<file path="src/rtl/seg_scan_ctrl_if.sv">
// Update port bundle for seg_scan_ctrl: valid/ready transfer of
// NUM_DIGITS hex nibbles plus per-digit decimal points.
interface seg_scan_ctrl_if #(
  parameter int NUM_DIGITS = 4
);
  logic                    upd_valid;
  logic                    upd_ready;
  logic [4*NUM_DIGITS-1:0] upd_digits;
  logic [NUM_DIGITS-1:0]   upd_dp;

  modport master (
    output upd_valid,
    output upd_digits,
    output upd_dp,
    input  upd_ready
  );

  modport slave (
    input  upd_valid,
    input  upd_digits,
    input  upd_dp,
    output upd_ready
  );
endinterface

</file>
<file path="src/rtl/seg_scan_ctrl.sv">
// Time-multiplexed 7-segment scan controller with blanking gaps,
// tear-free shadow update and optional leading-zero blanking.
// Ports: clk, rst (sync, active-high), enable_i, lzb_en_i,
// upd (slave update port), segments_o[6:0] (a..g), dp_o,
// digit_en_o (one-hot), frame_done_o (1-cycle pulse).
module seg_scan_ctrl #(
  parameter int NUM_DIGITS   = 4,
  parameter int DWELL_CYCLES = 1000,
  parameter int BLANK_CYCLES = 16
) (
  input  logic                  clk,
  input  logic                  rst,
  input  logic                  enable_i,
  input  logic                  lzb_en_i,
  seg_scan_ctrl_if.slave        upd,
  output logic [6:0]            segments_o,
  output logic                  dp_o,
  output logic [NUM_DIGITS-1:0] digit_en_o,
  output logic                  frame_done_o
);
  localparam int MAXC = (DWELL_CYCLES > BLANK_CYCLES) ?
                        DWELL_CYCLES : BLANK_CYCLES;
  localparam int TW = (MAXC > 1) ? $clog2(MAXC) : 1;
  localparam int IW = (NUM_DIGITS > 1) ? $clog2(NUM_DIGITS) : 1;
  localparam int DW = 4 * NUM_DIGITS;

  localparam logic [1:0] S_IDLE  = 2'd0;
  localparam logic [1:0] S_BLANK = 2'd1;
  localparam logic [1:0] S_DWELL = 2'd2;

  localparam logic [TW-1:0] BLANK_LAST = TW'(BLANK_CYCLES - 1);
  localparam logic [TW-1:0] DWELL_LAST = TW'(DWELL_CYCLES - 1);
  localparam logic [IW-1:0] IDX_LAST   = IW'(NUM_DIGITS - 1);

  function automatic logic [6:0] hex7(input logic [3:0] n);
    logic [6:0] s;
    case (n)
      4'h0: s = 7'h3F;
      4'h1: s = 7'h06;
      4'h2: s = 7'h5B;
      4'h3: s = 7'h4F;
      4'h4: s = 7'h66;
      4'h5: s = 7'h6D;
      4'h6: s = 7'h7D;
      4'h7: s = 7'h07;
      4'h8: s = 7'h7F;
      4'h9: s = 7'h6F;
      4'hA: s = 7'h77;
      4'hB: s = 7'h7C;
      4'hC: s = 7'h39;
      4'hD: s = 7'h5E;
      4'hE: s = 7'h79;
      default: s = 7'h71;
    endcase
    return s;
  endfunction

  logic [1:0]            state_q, state_d;
  logic [IW-1:0]         idx_q, idx_d;
  logic [TW-1:0]         timer_q, timer_d;
  logic [DW-1:0]         shadow_q, pend_q;
  logic [NUM_DIGITS-1:0] shdp_q, pdp_q;
  logic                  rdy_q, rdy_d;
  logic [6:0]            seg_q, seg_d;
  logic                  dp_q, dp_d;
  logic [NUM_DIGITS-1:0] en_q, en_d;
  logic                  fd_q, fd_d;
  logic                  move, xfer;
  logic [NUM_DIGITS-1:0] blank;
  logic                  seen;
  logic [3:0]            nib;

  assign xfer = upd.upd_valid & rdy_q;

  // Scan sequencer; move marks the pending->shadow copy point
  always_comb begin
    state_d = state_q;
    idx_d   = idx_q;
    timer_d = timer_q;
    fd_d    = 1'b0;
    move    = 1'b0;
    case (state_q)
      S_IDLE: begin
        move = ~rdy_q;
        if (enable_i) begin
          state_d = S_BLANK;
          idx_d   = '0;
          timer_d = '0;
        end
      end
      S_BLANK: begin
        if (!enable_i) begin
          state_d = S_IDLE;
          idx_d   = '0;
          timer_d = '0;
        end else if (timer_q == BLANK_LAST) begin
          state_d = S_DWELL;
          timer_d = '0;
        end else begin
          timer_d = timer_q + TW'(1);
        end
      end
      S_DWELL: begin
        if (!enable_i) begin
          state_d = S_IDLE;
          idx_d   = '0;
          timer_d = '0;
        end else if (timer_q == DWELL_LAST) begin
          state_d = S_BLANK;
          timer_d = '0;
          if (idx_q == IDX_LAST) begin
            idx_d = '0;
            fd_d  = 1'b1;
            move  = ~rdy_q;
          end else begin
            idx_d = idx_q + IW'(1);
          end
        end else begin
          timer_d = timer_q + TW'(1);
        end
      end
      default: begin
        state_d = S_IDLE;
        idx_d   = '0;
        timer_d = '0;
      end
    endcase
  end

  // Ready drops on accept, returns once pending is copied out
  always_comb begin
    rdy_d = rdy_q;
    if (xfer)      rdy_d = 1'b0;
    else if (move) rdy_d = 1'b1;
  end

  // Zero digits above the most significant nonzero one are blanked
  always_comb begin
    blank = '0;
    seen  = 1'b0;
    for (int i = NUM_DIGITS - 1; i > 0; i--) begin
      seen     = seen | (shadow_q[4*i +: 4] != 4'h0);
      blank[i] = lzb_en_i & ~seen;
    end
  end

  // Outputs are computed from next state so they register in step
  always_comb begin
    nib   = shadow_q[4*idx_d +: 4];
    seg_d = '0;
    dp_d  = 1'b0;
    en_d  = '0;
    if (state_d == S_DWELL) begin
      en_d  = NUM_DIGITS'(1) << idx_d;
      dp_d  = shdp_q[idx_d];
      seg_d = blank[idx_d] ? 7'h00 : hex7(nib);
    end
  end

  always_ff @(posedge clk) begin
    if (rst) begin
      state_q  <= S_IDLE;
      idx_q    <= '0;
      timer_q  <= '0;
      shadow_q <= '0;
      shdp_q   <= '0;
      pend_q   <= '0;
      pdp_q    <= '0;
      rdy_q    <= 1'b1;
      seg_q    <= '0;
      dp_q     <= 1'b0;
      en_q     <= '0;
      fd_q     <= 1'b0;
    end else begin
      state_q <= state_d;
      idx_q   <= idx_d;
      timer_q <= timer_d;
      rdy_q   <= rdy_d;
      seg_q   <= seg_d;
      dp_q    <= dp_d;
      en_q    <= en_d;
      fd_q    <= fd_d;
      if (move) begin
        shadow_q <= pend_q;
        shdp_q   <= pdp_q;
      end
      if (xfer) begin
        pend_q <= upd.upd_digits;
        pdp_q  <= upd.upd_dp;
      end
    end
  end

  assign upd.upd_ready = rdy_q;
  assign segments_o    = seg_q;
  assign dp_o          = dp_q;
  assign digit_en_o    = en_q;
  assign frame_done_o  = fd_q;
endmodule

</file>
<file path="src/flat_wrapper.sv">
// flat-port wrapper written by rule: the top's interface ports become plain ports
module seg_scan_ctrl_flat 
#(
  parameter int NUM_DIGITS   = 4,
  parameter int DWELL_CYCLES = 1000,
  parameter int BLANK_CYCLES = 16
)
  (clk, rst, enable_i, lzb_en_i, segments_o, dp_o, digit_en_o, frame_done_o, upd_upd_valid, upd_upd_digits, upd_upd_dp, upd_upd_ready);
  seg_scan_ctrl_if #(.NUM_DIGITS(NUM_DIGITS)) upd_i ();
  input  logic clk;
  input  logic rst;
  input  logic enable_i;
  input  logic lzb_en_i;
  output logic [6:0] segments_o;
  output logic dp_o;
  output logic [NUM_DIGITS-1:0] digit_en_o;
  output logic frame_done_o;
  input wire logic [$bits(upd_i.upd_valid)-1:0] upd_upd_valid;
  input wire logic [$bits(upd_i.upd_digits)-1:0] upd_upd_digits;
  input wire logic [$bits(upd_i.upd_dp)-1:0] upd_upd_dp;
  output wire logic [$bits(upd_i.upd_ready)-1:0] upd_upd_ready;
  assign upd_i.upd_valid = upd_upd_valid;
  assign upd_i.upd_digits = upd_upd_digits;
  assign upd_i.upd_dp = upd_upd_dp;
  assign upd_upd_ready = upd_i.upd_ready;
  seg_scan_ctrl #(.NUM_DIGITS(NUM_DIGITS), .DWELL_CYCLES(DWELL_CYCLES), .BLANK_CYCLES(BLANK_CYCLES)) u_core (.clk(clk), .rst(rst), .enable_i(enable_i), .lzb_en_i(lzb_en_i), .upd(upd_i), .segments_o(segments_o), .dp_o(dp_o), .digit_en_o(digit_en_o), .frame_done_o(frame_done_o));
endmodule
</file>
<file path="config.mk">
export PLATFORM = sky130hd
export DESIGN_NAME = seg_scan_ctrl_flat
export DESIGN_NICKNAME = d
export VERILOG_FILES = /design/src/rtl/seg_scan_ctrl_if.sv /design/src/rtl/seg_scan_ctrl.sv /design/src/flat_wrapper.sv
export SDC_FILE = /design/constraint.sdc
export NUM_CORES = 1
export LEC_CHECK = 0
export CAP_MARGIN = 20
export CORE_MARGIN = 1.5
export CORE_UTILIZATION = 30
export CTS_CLUSTER_SIZE = 14
export DETAILED_ROUTE_END_ITERATION = 8
export MAX_ROUTING_LAYER = met4
export SETUP_SLACK_MARGIN = 0.2
export SLEW_MARGIN = 20
export SYNTH_ARGS = -nofsm -noshare
export SYNTH_HDL_FRONTEND = slang
export SYNTH_SLANG_ARGS = --single-unit
</file>
<file path="constraint.sdc">
create_clock -name clk -period 10.2 [get_ports clk]
set_input_delay 2.04 -clock clk [delete_from_list [all_inputs] [get_ports clk]]
set_output_delay 2.04 -clock clk [all_outputs]
set_load 0.01 [all_outputs]
</file>
==> results of run 1 <==
[power breakdown]
group / switching [uW] / internal [uW] / total [uW]
Sequential: 5.67 / 273 / 279
Clock: 101 / 127 / 227
Combinational: 25.9 / 22.9 / 48.8
Total: 132 / 422 / 555
[metal layers]
layer	up-vias	part of all wire, %
li1	1430	-
met5	-	0
met1	1279	50
met3	8	4.0
met2	52	44
met4	0	1.6
[critical path, stage by stage]
cell	delay [ns]
clkdlybuf4s50_1	0.61
nor2b_1	0.73
a22oi_1	0.26
o211a_1	0.30
nor2_1	0.35
nor2_1	0.11
a221oi_1	0.83
inv_1	0.22
ha_1	0.34
mux2_2	0.29
a221oi_1	0.26
[per-stage QoR]
stage | utilization (%) | setup WS (ns) | total power (uW) | std cells | area (sq um)
CTS | 37.16 | 4.206 | 560.6 | 561 | 4010
floorplan | - | 5.475 | 315.3 | 383 | 3304
global placement | 35.27 | 3.964 | 332.7 | 545 | 3806
global route | 37.16 | 3.715 | 580.7 | 561 | 4010
finish | 37.16 | 4.105 | 554.8 | 561 | 4010
detailed placement | 35.27 | 3.869 | 333.6 | 545 | 3806
[cells by family after synthesis]
| logic type | Yosys count |
|---|---|
| AOI/OAI and AO/OA | 80 |
| xor gates and xnor gates | 6 |
| adders and majority gates | 13 |
| buffers and inverters | 29 |
| DFF | 68 |
| muxes | 28 |
| and+or+nand+nor | 159 |
[synth_stat cells (5+ instances only)]
| cell type | number |
|---|---|
| dfxtp_1 | 68 |
| nand2_1 | 55 |
| nor2_1 | 43 |
| a21oi_1 | 37 |
| mux2i_1 | 23 |
| nor3_1 | 15 |
| clkbuf_1 | 13 |
| ha_1 | 13 |
| inv_1 | 11 |
| o21ai_0 | 10 |
| nand3_1 | 7 |
| o31ai_1 | 5 |
[how the worst max path moves through the flow]
stage | slack, ns | startpoint | cells after the start | to
global route | 3.71 | enable_i | 11 | u_core.segments_o[1]
detailed placement | 3.87 | enable_i | 11 | u_core.segments_o[3]
CTS | 4.21 | enable_i | 11 | u_core.segments_o[1]
global placement | 3.96 | enable_i | 11 | u_core.segments_o[3]
finish | 4.10 | enable_i | 11 | u_core.segments_o[3]
floorplan | 5.47 | enable_i | 11 | u_core.segments_o[3]
[final cells by class]
type                    instances  area, sq um
clock buffers                  13        158.9
clock inverters                 3        45.04
fillers                      1091         6783
inverters                      11        41.29
multi-input cells             286         1833
flip-flops and latches         68         1361
well taps                     140        175.2
repair buffers                 40        395.4
[flip-flops by register name (all words and copies together), names as in the netlist]
name	flops
u_core.idx_q	2
u_core.dp_o	1
u_core.state_q	2
u_core.timer_q	10
u_core.digit_en_o	4
u_core.shadow_q	16
u_core.pend_q	16
u_core.frame_done_o	1
u_core.pdp_q	4
u_core.upd.upd_ready	1
u_core.shdp_q	4
u_core.segments_o	7
[cells in the final DEF, fill, tap and decap left out, types with 5 or more instances in the layout]
cell type / instances
nand2_1: 55
clkdlybuf4s50_1: 38
mux2i_1: 23
nor2_1: 42
o31ai_1: 5
dfxtp_1: 68
a21oi_1: 37
ha_1: 13
o21ai_0: 10
nor3_1: 15
inv_1: 11
clkbuf_8: 11
nand3_1: 7
==> run_results.csv, run 1 <==
group,metric,value,unit
sta,hold_ws,0.4583,ns
cts,cts_tree,"done",
sta,slew_headroom,31.68,%
die,initial_core_util,30.62,%
cts,path_clk_slew,0.07,ns
pwr,power_density,138.3,nW/um^2
sta,tightest_slew,1.025,ns
cts,numCtsBuffers,9,
flow_run,cap_violations,0,
synth,synthXorXnorAreaFrac,1.590,%
sta,setup_tns,0,ns
layout,nets,454,
worst_setup_path,ff2ff_path_depth,12,
min_path,worstHoldPathCells,2,
cts,ctsLongestPathBuffers,2,
synth,yosysTopAreaCell,"dfxtp_1",
worst_setup_path,cp_max_fo,14,
grt,antenna_found_initial,0,
synth,synthAdderAreaFrac,4.922,%
layout,syn2layout_area_growth,21.36,%
synth,synth-edff-count,0,
layout,antenna_cells,0,
sta,hold_viol_final,0,
worst_setup_path,ff2ff_setup_slack,5.81,ns
cts,post_cts_resized,0,
min_path,holdCritStartpoint,"u_core.pend_q[6]",
cts,clk_latency,0.34,ns
sta,grt_setup_unrepaired,"false",
synth,synth_compound_area_share,16.09,%
worst_setup_path,r2r-start,"u_core.state_q[0]",
drt,finalWirelength,7381,um
synth,netlist_instances,383,
synth,synthFlopType,"dfxtp_1",
worst_setup_path,critPathLaunchType,"input pin",
die,core-area,10790,sq um
grt,use_met1,18.23,%
synth,synth_area_leaders,"dfxtp_1 41%, mux2i_1 7.0%, nand2_1 6.2%",
placement,dp.final_hpwl,5301,um
pwr,ir_drop,0.06493,mV
synth,syn_area,3304,sq um
pwr,p_leak,0.001502,uW
grt,grt_pass1_wl,12240,um
grt,top_usage_layer,"met2",
cts,cts_hold_buffers,0,
worst_setup_path,crit_path_end_kind,"flop",
cts,clock-sinks,68,
sta,slew_violations,0,
worst_setup_path,cp.arrival,6.33,ns
synth,yosysWarnings,0,
grt,gr-usage-met2,20.66,%
sta,min_period_over_period,59.76,%
synth,ys_ff_latch,68,
synth,yosysTopAreaCellShare,41.20,%
die,pin_count,39,
placement,port_buffers,38,
synth,synth_simple_gate_area_share,24.01,%
worst_setup_path,crit_required,10.44,ns
sta,max_freq,164.1,MHz
placement,gp_congestion,0.8508,
drt,drc,0,
min_path,hold_end,"u_core.pend_q[6]",
synth,ys_seq_area_share,41.20,%
min_path,hold_class,"flop to flop",
layout,drive_above_1_share,7.838,%
die,die_area,11650,sq um
synth,synth.avg_cell_area,8.628,sq um
drt,wl_per_cell,13.16,um
synth,synth_top_family_by_area,"simple AND/OR/NAND/NOR gates",
synth,synthDistinctLibCells,56,
worst_setup_path,r2r_end,"u_core.segments_o[3]",
drt,via_count,2769,
grt,overflow,0,
drt,drtPass1Iterations,4,
cts,clock-root-buffer,"clkbuf_8",
drt,viasPerCell,4.936,
drt,ant_nets,0,
sta,setup_violations,0,
grt,grtUsageTotal,13.70,%
sta,clock_skew,0.01381,ns
synth,async_flop_share,0,%
grt,grt_max_degree,53,
grt,met3_usage,2.411,%
cts,h-tree-depth,3,
worst_setup_path,critPathKind,"input pin to flop",
sta,fin_crit,6.095,ns
die,dieWidth,108.0,um
synth,muxShareOfSynthArea,8.785,%
cts,cts_setup_buffers,0,
die,die_height,108.0,um
status,status,"finished, final reports clean",
drt,drtIter0Drc,128,
die,rows,38,
synth,syn-num-nets,421,
grt,grt_pass1_vias,2526,
Power figures use the tool's default switching activity.
==> run 2: changes to the inputs <==
Clock period 10.2 ns to 5.69 ns, I/O delays scaled along.
==> run 2 against run 1 <==
Compared with the run above: sequential share of layout area is 0.55 points lower; first-iteration DRC count is 9.4% higher; clock-buffer cell count is 4 lower; critical endpoint unchanged; largest power group unchanged; highest routed layer unchanged.
==> run_results.csv, run 2 (synthesized netlist as in run 1, its figures left out) <==
group,metric,value,unit
status,status,"finished, final reports clean",
die,rows,38,
sta,hold_ws,0.4606,ns
cts,post_cts_resized,0,
sta,slew_headroom,44.44,%
sta,setup_violations,0,
cts,clock-root-buffer,"clkbuf_8",
pwr,p_leak,0.001540,uW
layout,mostFrequentLayoutCell,"dfxtp_1",
pwr,power_density,265.7,nW/um^2
grt,grtUsageTotal,14.27,%
layout,fillers,1103,
sta,setup_tns,0,ns
drt,ant_nets,0,
sta,max_freq,217.4,MHz
grt,overflow,0,
drt,drc,0,
drt,via_count,2771,
worst_setup_path,worstPathCellList,"clkdlybuf4s50_1 > nor2b_1 > a22oi_1 > o211a_1 > nor2_1 > nor2_1 > a221oi_1 > buf_4 > inv_1 > ha_1 > mux2_2 > a221oi_1",
cts,cts_hold_buffers,0,
drt,wl_per_cell,13.34,um
grt,grt_pass1_wl,12620,um
drt,finalWirelength,7526,um
layout,nets,457,
worst_setup_path,critPathLaunchType,"input pin",
worst_setup_path,worst-path-buf-inv,3,
placement,gp_congestion,0.8757,
sta,hold_viol_final,0,
die,core-area,10790,sq um
layout,post-route-util,37.77,%
sta,fin_crit,4.600,ns
cts,cts_setup_buffers,0,
die,die_height,108.0,um
die,die_area,11650,sq um
worst_setup_path,critPathKind,"input pin to flop",
layout,top_regs,"u_core.pend_q x16, u_core.shadow_q x16, u_core.timer_q x10",
grt,grt_max_degree,53,
sta,clock_skew,0.008040,ns
worst_setup_path,crit_family,"simple AND/OR/NAND/NOR gates",
grt,antenna_found_initial,0,
cts,ctsLongestPathBuffers,2,
die,dieWidth,108.0,um
drt,drtPass1Iterations,4,
cts,cts_tree,"done",
grt,grt_pass1_vias,2633,
cts,path_clk_slew,0.08,ns
worst_setup_path,max_stage_delay,0.74,ns
drt,drtIter0Drc,140,
die,initial_core_util,30.62,%
worst_setup_path,crit_required,5.95,ns
pwr,ir_drop,0.1082,mV
cts,clock-sinks,68,
layout,syn2layout_area_growth,23.36,%
cts,clk_latency,0.36,ns
worst_setup_path,cp.arrival,4.86,ns
cts,h-tree-depth,3,
layout,mostFrequentLayoutCells,"68 x dfxtp_1, 55 x nand2_1, 42 x nor2_1, 38 x clkdlybuf4s50_1, 37 x a21oi_1",
sta,slew_violations,0,
placement,port_buffers,38,
layout,drive_above_1_share,8.962,%
flow_run,cap_violations,0,
worst_setup_path,cpMaxStageDelayCell,"nor2b_1",
cts,numCtsBuffers,9,
worst_setup_path,cp_max_fo,14,
drt,viasPerCell,4.913,
sta,tightest_slew,0.8318,ns
sta,grt_setup_unrepaired,"false",
layout,antenna_cells,0,
worst_setup_path,crit_path_end_kind,"flop",
min_path,hold_class,"flop to flop",
placement,dp.final_hpwl,5449,um
sta,min_period_over_period,80.85,%
die,pin_count,39,
[run 2: per-stage QoR]
step           worst slack, ns  total power, uW  std cells  instance area [sq um]
5_1_grt                 0.6624             1129        564                   4076
3_5_place_dp            0.7480            599.3        548                   3829
2_1_floorplan            1.867            565.2        383                   3304
6_report                 1.090             1083        564                   4076
3_3_place_gp            0.8767            596.9        548                   3829
4_1_cts                  1.118             1096        564                   4076
[run 2: layer usage]
| metal | GRT usage (%) | wire [um] | vias to the layer above |
|---|---|---|---|
| met5 | - | 0 | - |
| met4 | 7.519 | 146 | 0 |
| met3 | 2.049 | 280 | 13 |
| met2 | 21.43 | 3369 | 55 |
| met1 | 18.56 | 3730 | 1267 |
| li1 | - | - | 1436 |
[run 2: path summary, 6_finish.rpt]
kind	startpoint	to	slack (ns)	cells past startpoint
worst max-delay path	enable_i	u_core.segments_o[3]	1.09	12
worst min register to register	u_core.pend_q[8]	u_core.pend_q[8]	0.46	2
worst min-delay path	u_core.pend_q[8]	u_core.pend_q[8]	0.46	2
worst max register to register	u_core.state_q[0]	u_core.segments_o[3]	1.86	13
[run 2: area by class of cell]
type                       instances  area (sq um)  area share (%)
inverter                          11         41.29           1.013
timing repair buffer              43         417.9           10.25
sequential                        68          1361           33.39
tap                              140         175.2           4.297
clock inverter                     7         123.9           3.039
multi-input combinational        286          1833           44.97
clock buffer                       9         123.9           3.039
[run 2: power by group]
| part | internal (uW) | switching (uW) |
|---|---|---|
| logic | 41.4 | 46.3 |
| registers | 489 | 10.7 |
| clock network | 294 | 202 |
| total | 824 | 259 |
[run 2: worst register-to-register path, stage by stage, from the launching register on]
cell      delay, ns
dfxtp_1        0.36
inv_1          0.09
ha_1           0.22
nor2b_1        0.69
a22oi_1        0.25
o211a_1        0.30
nor2_1         0.33
nor2_1         0.10
a221oi_1       0.26
buf_4          0.21
inv_1          0.08
ha_1           0.28
mux2_2         0.29
a221oi_1       0.27
==> run 3: changes to the inputs <==
Clock period 5.69 ns to 4 ns, I/O delays scaled along.
==> run 3 against run 2 <==
Compared with the run above: critical path depth shrank 3; design area shrank 0.46%; wire length grew 3.4%; critical path type unchanged.
==> run_results.csv, run 3 (synthesized netlist as in run 1, its figures left out) <==
group,metric,value,unit
status,status,"finished, final reports clean",
sta,tightest_slew,0.6735,ns
cts,cts_hold_buffers,0,
drt,drtIter0Drc,173,
cts,clock-sinks,68,
placement,gp_congestion,0.8762,
worst_setup_path,cpMaxStageDelayCell,"clkdlybuf4s50_1",
sta,setup_violations,0,
flow_run,cap_violations,0,
pwr,p_leak,0.001541,uW
die,initial_core_util,30.62,%
sta,grt_setup_unrepaired,"false",
sta,slew_violations,0,
grt,grt_max_degree,52,
drt,finalWirelength,7781,um
pwr,ir_drop,0.1589,mV
layout,multiInputGateArea,1836,sq um
min_path,holdCritStartpoint,"u_core.pend_q[6]",
pwr,power_density,327.7,nW/um^2
pwr,power_switching,351.3,uW
min_path,hold_class,"flop to flop",
die,dieWidth,108.0,um
worst_setup_path,critPathKind,"input pin to flop",
drt,wl_per_cell,13.63,um
layout,antenna_cells,0,
pwr,p_int,978.3,uW
placement,dp_slack,0.07010,ns
sta,max_freq,284.5,MHz
worst_setup_path,crit_family,"compound AO/OA/AOI/OAI gates",
sta,hold_viol_final,0,
cts,ctsLongestPathBuffers,2,
worst_setup_path,crit_path_end_kind,"flop",
worst_setup_path,worst-path-buf-inv,3,
worst_setup_path,r2r_end,"u_core.segments_o[3]",
drt,viasPerCell,4.958,
cts,cts_setup_buffers,0,
worst_setup_path,crit_required,4.25,ns
die,core-area,10790,sq um
cts,cts_tree,"done",
drt,drc,0,
cts,path_clk_slew,0.07,ns
pwr,seq_power_share,53.4,%
cts,clk_latency,0.35,ns
layout,drive_above_1_share,10.67,%
worst_setup_path,cp_max_fo,8,
grt,grt_pass1_vias,2704,
drt,ant_nets,0,
cts,h-tree-depth,3,
sta,min_period_over_period,87.89,%
die,die_area,11650,sq um
die,rows,38,
cts,numCtsBuffers,9,
layout,seq_area,1361,sq um
sta,slew_headroom,54.99,%
cts,post_cts_resized,0,
grt,grtUsageTotal,14.80,%
worst_setup_path,critPathLaunchType,"input pin",
layout,top_regs,"u_core.pend_q x16, u_core.shadow_q x16, u_core.timer_q x10",
layout,post-route-util,37.60,%
worst_setup_path,cp.arrival,3.77,ns
layout,syn2layout_area_growth,22.79,%
worst_setup_path,crit_top_cell,"buf_4",
worst_setup_path,max_stage_delay,0.63,ns
placement,port_buffers,38,
pwr,combPwrFrac,9.7,%
grt,antenna_found_initial,0,
sta,hold_ws,0.4554,ns
layout,fillers,1087,
worst_setup_path,ff2ff_path_depth,12,
layout,mostFrequentLayoutCells,"68 x dfxtp_1, 55 x nand2_1, 42 x nor2_1, 38 x clkdlybuf4s50_1, 37 x a21oi_1",
drt,drtPass1Iterations,4,
grt,overflow,0,
worst_setup_path,worstPathCellList,"clkdlybuf4s50_1 > buf_4 > nand3_1 > or4_1 > a21oi_1 > buf_4 > a32o_1 > mux2_2 > a221oi_1",
min_path,hold_end,"u_core.pend_q[6]",
grt,grt_pass1_wl,13030,um
drt,via_count,2831,
cts,clock-root-buffer,"clkbuf_8",
sta,fin_crit,3.516,ns
worst_setup_path,ff2ff_setup_slack,0.51,ns
worst_setup_path,r2r-start,"u_core.timer_q[0]",
sta,clock_skew,0.009790,ns
layout,mostFrequentLayoutCell,"dfxtp_1",
min_path,worstHoldPathCells,2,
sta,setup_tns,0,ns
die,pin_count,39,
die,die_height,108.0,um
sta,fin_ws,0.4845,ns
layout,nets,465,
placement,dp.final_hpwl,5596,um
pwr,clock_power_share,36.8,%
pwr,p_sw_share,26.42,%
pwr,total_power,1330,uW
## run 3: area by class of cell
class | instances | share of cell area, %
Inverter | 11 | 1.018
Timing Repair Buffer | 51 | 11.78
Clock buffer | 9 | 3.053
Clock inverter | 6 | 1.048
Tap cell | 140 | 4.317
Multi-Input combinational cell | 286 | 45.24
Sequential cell | 68 | 33.55
## run 3: worst max-delay path by stage
stage | start | slack [ns] | depth (start not counted) | endpoint
6_report | enable_i | 0.48 | 9 | u_core.segments_o[3]
3_5_place_dp | enable_i | 0.07 | 12 | u_core.segments_o[3]
4_1_cts | enable_i | 0.46 | 12 | u_core.segments_o[3]
2_1_floorplan | enable_i | 0.51 | 11 | u_core.segments_o[3]
3_3_place_gp | enable_i | 0.20 | 12 | u_core.segments_o[3]
5_1_grt | enable_i | 0.24 | 11 | u_core.segments_o[3]
## run 3: power by group through the flow
| stage | sequential (uW) | clock [uW] | combinational, uW |
|---|---|---|---|
| 3_3_place_gp | 726 | 0 | 127 |
| 4_1_cts | 710 | 510 | 131 |
| 2_1_floorplan | 721 | 0 | 82.7 |
| 5_1_grt | 713 | 543 | 146 |
| 6_report | 710 | 490 | 130 |
| 3_5_place_dp | 726 | 0 | 129 |
## run 3: routing by layer
layer / part of all wire, % / wire (um) / vias up / track usage, %
met5: 0 / 0 / - / -
met4: 1.6 / 124 / 0 / 5.733
met3: 6.5 / 502 / 10 / 4.159
met2: 45 / 3533 / 81 / 22.56
met1: 47 / 3620 / 1289 / 18.55
li1: - / - / 1451 / -
## run 3: worst min-delay path: cells and delay by family, from the launching register on
kind / cells / cell delay [ns]
compound gates: 1 / 0.05
simple gates: 1 / 0.05
flops: 1 / 0.31
## run 3: through the flow
step	instances	area (sq um)
detailed placement	556	3889
global placement	556	3889
global route	571	4058
floorplan	383	3304
CTS	571	4055
finish	571	4058
